$ cat config.mk
export PLATFORM = sky130hd
export DESIGN_NAME = multi_debouncer
export DESIGN_NICKNAME = d
export VERILOG_FILES = /design/src/rtl/multi_debouncer.sv
export SDC_FILE = /design/constraint.sdc
export NUM_CORES = 1
export LEC_CHECK = 0
export CAP_MARGIN = 20
export CORE_ASPECT_RATIO = 0.75
export CORE_UTILIZATION = 54
export DETAILED_ROUTE_END_ITERATION = 8
export PLACE_DENSITY = 0.77
export SYNTH_ARGS = -nofsm -noshare
export SYNTH_HDL_FRONTEND = slang
export SYNTH_SLANG_ARGS = --single-unit
$ cat constraint.sdc
create_clock -name clk -period 2.18 [get_ports clk]
set_input_delay 0.436 -clock clk [delete_from_list [all_inputs] [get_ports clk]]
set_output_delay 0.436 -clock clk [all_outputs]
set_load 0.005 [all_outputs]
$ cat src/rtl/multi_debouncer.sv
// rtl/multi_debouncer.sv - N-channel debouncer with synchroniser, edge strobes and optional long-press detect
//
// Ports:
//   clk            system clock, all logic on posedge
//   rst            asynchronous active-low reset (0 = in reset)
//   bouncy_in      raw asynchronous inputs, one bit per channel
//   debounced_out  accepted stable level per channel
//   rise           1-cycle pulse when debounced_out[i] goes 0->1
//   fall           1-cycle pulse when debounced_out[i] goes 1->0
//   any_change     OR of all rise/fall strobes, same cycle as the strobes
//   long_press     1-cycle pulse when a channel has been held high HOLD_TICKS cycles
//
// Build option: DEBOUNCE_LONG_PRESS_EN enables the per-channel hold counters;
// without it long_press is tied to 0 and no hold counters exist.

module multi_debouncer #(
    parameter int N_CHANNELS   = 4,
    parameter int BOUNCE_TICKS = 100,
    parameter int HOLD_TICKS   = 6000000
) (
    input  logic                  clk,
    input  logic                  rst,
    input  logic [N_CHANNELS-1:0] bouncy_in,
    output logic [N_CHANNELS-1:0] debounced_out,
    output logic [N_CHANNELS-1:0] rise,
    output logic [N_CHANNELS-1:0] fall,
    output logic                  any_change,
    output logic [N_CHANNELS-1:0] long_press
);

    localparam int CW = $clog2(BOUNCE_TICKS + 1);
    localparam logic [CW-1:0] CNT_LAST = CW'(BOUNCE_TICKS - 1);

    // Elaboration-time parameter sanity checks.
    if (N_CHANNELS < 1) begin : g_bad_n
        $error("multi_debouncer: N_CHANNELS must be >= 1");
    end
    if (BOUNCE_TICKS < 1) begin : g_bad_bounce
        $error("multi_debouncer: BOUNCE_TICKS must be >= 1");
    end
    if (HOLD_TICKS < 1) begin : g_bad_hold
        $error("multi_debouncer: HOLD_TICKS must be >= 1");
    end

    logic [N_CHANNELS-1:0] sync1;
    logic [N_CHANNELS-1:0] sync2;
    logic [CW-1:0]         cnt_q [N_CHANNELS];
    logic [CW-1:0]         cnt_d [N_CHANNELS];
    logic [N_CHANNELS-1:0] level_d;
    logic [N_CHANNELS-1:0] rise_d;
    logic [N_CHANNELS-1:0] fall_d;

    // A sample that disagrees with the accepted level advances the counter;
    // any agreeing sample restarts it from 0, so only an unbroken run of
    // BOUNCE_TICKS disagreeing samples flips the output.
    always_comb begin
        for (int i = 0; i < N_CHANNELS; i++) begin
            cnt_d[i]   = '0;
            level_d[i] = debounced_out[i];
            rise_d[i]  = 1'b0;
            fall_d[i]  = 1'b0;
            if (sync2[i] != debounced_out[i]) begin
                if (cnt_q[i] == CNT_LAST) begin
                    level_d[i] = sync2[i];
                    rise_d[i]  = sync2[i];
                    fall_d[i]  = ~sync2[i];
                end else begin
                    cnt_d[i] = cnt_q[i] + 1'b1;
                end
            end
        end
    end

    always_ff @(posedge clk or negedge rst) begin
        if (!rst) begin
            sync1         <= '0;
            sync2         <= '0;
            debounced_out <= '0;
            rise          <= '0;
            fall          <= '0;
            any_change    <= 1'b0;
            for (int i = 0; i < N_CHANNELS; i++) begin
                cnt_q[i] <= '0;
            end
        end else begin
            sync1         <= bouncy_in;
            sync2         <= sync1;
            debounced_out <= level_d;
            rise          <= rise_d;
            fall          <= fall_d;
            any_change    <= |(rise_d | fall_d);
            for (int i = 0; i < N_CHANNELS; i++) begin
                cnt_q[i] <= cnt_d[i];
            end
        end
    end

`ifdef DEBOUNCE_LONG_PRESS_EN
    localparam int HW = $clog2(HOLD_TICKS + 1);
    localparam logic [HW-1:0] HOLD_MAX  = HW'(HOLD_TICKS);
    localparam logic [HW-1:0] HOLD_LAST = HW'(HOLD_TICKS - 1);

    logic [HW-1:0]         hold_q [N_CHANNELS];
    logic [HW-1:0]         hold_d [N_CHANNELS];
    logic [N_CHANNELS-1:0] lp_d;

    // Hold counter saturates at HOLD_TICKS, so the pulse fires exactly once
    // per press; it is cleared whenever the accepted level is low.
    always_comb begin
        for (int i = 0; i < N_CHANNELS; i++) begin
            hold_d[i] = '0;
            lp_d[i]   = 1'b0;
            if (debounced_out[i]) begin
                if (hold_q[i] < HOLD_MAX) begin
                    hold_d[i] = hold_q[i] + 1'b1;
                end else begin
                    hold_d[i] = hold_q[i];
                end
                lp_d[i] = (hold_q[i] == HOLD_LAST);
            end
        end
    end

    always_ff @(posedge clk or negedge rst) begin
        if (!rst) begin
            long_press <= '0;
            for (int i = 0; i < N_CHANNELS; i++) begin
                hold_q[i] <= '0;
            end
        end else begin
            long_press <= lp_d;
            for (int i = 0; i < N_CHANNELS; i++) begin
                hold_q[i] <= hold_d[i];
            end
        end
    end
`else
    assign long_press = '0;
`endif

endmodule

==> out/qor.yml <==
syn_area_mm2: 0.00201
dp_hpwl_um: 2480
drive_above_1_share_pct: 10.7
slew_headroom_pct: 56.3
grt_pass1_vias: 1300
setup_ws_ps: 460
route.detailed.drc: 0
clk_pin_slew_worst_paths_ps: 90
timing.final.max_slew_violations: 0
die_width_um: 72.4
htree_levels: 2
p_total_uw: 1600
grt_pass1_wl_um: 5700
drtPass1Iterations: 4
fin_skew_ps: 7.27
min_path_type: "input port to asynchronous set/reset pin"
status: "complete, no violations"
final_cell_mix: "dfrtp_1 (49), clkdlybuf4s50_1 (17), nor2_1 (16), nand3_1 (14), xor2_1 (12)"
p_leak_uw: 0.00103
ant_nets: 0
synthDistinctLibCells: 26
coreArea_mm2: 0.00342
fin_tns_setup_ps: 0
postPlaceCellArea_mm2: 0.00224
fin_crit_sh_pct: 78.9
grt_max_degree: 32
std_cell_rows: 18
worst-path-stages: 3
vias: 1318
initial_core_util_pct: 58.6
clk_latency_ps: 300
synthTopCellsByArea: "dfrtp_1 (61%), xor2_1 (5.2%), nand3_1 (3.5%)"
io-pin-count: 23
rr_endpoint: "cnt_q[11]"
finalNetCount: 205
cts_setup_buffers: 0
finalSetupViolCount: 0
ys_seq_area_share_pct: 61.1
synth_top_area_cell: "dfrtp_1"
postCtsHoldBufs: 0
initialDrtViolationCount: 94
gp_congestion: 0.753
instances_no_fill: 246
layout_commonest_cell: "dfrtp_1"
cp_slowest_cell: "or4b_1"
cts_root_buffer: "clkbuf_8"
clock.fmax_ghz: 0.581
cts_tree: "built"
portBuffers: 18
period_minus_slack_ps: 1720
dp_slack_ps: 473
path_max_fanout: 6
area_growth_pct: 16.7
path_delay_family: "simple AND/OR/NAND/NOR gates"
irDropWorstVdd_uv: 529
syn_inst: 169
synth_seq_cells: 49
avgSynthCellArea_um2: 11.9
slowest_delay_ps: 550
grt_overflow: 0
antenna_found_initial: 0
fp.dieH_um: 54.8
yosys_warnings: 0
cts_buffer_depth: 2
rsz0062_at_grt: "false"
stdcell_area_mm2: 0.00234
powerDensity_mw_per_mm2: 683
synth_top_area_share_pct: 61.1
r2r_cells: 3
avgRoutedWirePerCell_um: 13.9
cts_resized: 0
dp_cells: 238
diodes: 0
routed_via_density: 5.36
cts_num_sinks: 49
drv_cap: 0
path_cells: "or4b_1, o21ai_0, nor2_1"
tightest_slew_ps: 656
die-area_mm2: 0.00397
worstSetupEndpointType: "flop"
r2r_start: "cnt_q[10]"
worstPathArrival_ps: 1880
path_class: "flop to flop"
cp.required_ps: 2340
critPathLaunchType: "flop"
finalHoldViolCount: 0
grt_usage_pct: 20.2
drt_wl_total_um: 3430
cts_made_buffers: 5
critPathBufInv: 0
reg2reg_slack_ps: 460
power by group:
part	switching [µW]	internal (µW)	leakage, µW
clock	279	287	0.0000542
sequential	23.8	933	0.000656
combinational	45.4	31.0	0.000320
Yosys cell counts:
cell	instances
dfrtp_1	49
nor2_1	16
nand3_1	14
xor2_1	12
nand2_1	9
o21ai_0	9
a21oi_1	8
nor3b_1	8
or3_1	8
buf_4	4
ha_1	4
xnor2_1	4
and2_1	3
mux2_2	3
nor4b_1	3
and3_1	2
nand4_1	2
o21ai_2	2
or4b_2	2
a21bo_2	1
conb_1	1
inv_1	1
mux2_4	1
o2111ai_1	1
or2_4	1
or4b_1	1
per-layer routing:
metal,GRT usage (%),wire [µm],up-vias
met5,0,0,-
met3,7.37,153,8
met1,24.8,1610,649
met2,33.8,1620,28
li1,-,-,633
met4,6.86,48,0
through the flow:
step | util (%) | hold slack (ps)
floorplan | - | 140
global placement | 65.5 | 334
detailed placement | 65.5 | 335
CTS | 68.4 | 179
global route | 68.4 | 212
finish | 68.4 | 157
worst register-to-register path, stage by stage (launching register included):
cell     delay, ps
dfrtp_1        420
or4b_1         550
o21ai_0        500
nor2_1         120
logic make-up after synthesis:
kind of cell	count (synthesis)	synth area share (%)
AND/OR/NAND/NOR	69	19.1
flip-flops	49	61.1
AO/OA/AOI/OAI	21	6.05
XOR/XNOR	16	6.98
buffers and inverters	5	1.68
adder cells (fa/ha/maj)	4	2.49
multiplexers	4	2.43
other	1	0.187
cell type report:
cell class,instances,area [µm²]
sequential,49,1230
fill,261,1080
multi-input combinational,118,758
timing repair buffer,20,190
clock buffer,7,96.3
tap,50,62.6
clock inverter,1,5.00
inverter,1,3.75
worst max-delay path by stage:
stage / from / end / slack, ps
final: cnt_q[10] / cnt_q[11] / 460
after detailed placement: cnt_q[10] / cnt_q[11] / 470
after global routing: cnt_q[10] / cnt_q[11] / 410
after CTS: cnt_q[10] / cnt_q[11] / 470
after global placement: cnt_q[10] / cnt_q[11] / 530
after floorplan: cnt_q[10] / debounced_out[2] / 600
state kept, by name, indices dropped and copies added (netlist names):
name,cells
fall,4
any_change,1
sync1,4
sync2,4
cnt_q,28
debounced_out,4
rise,4
Power figures use the tool's default switching activity.
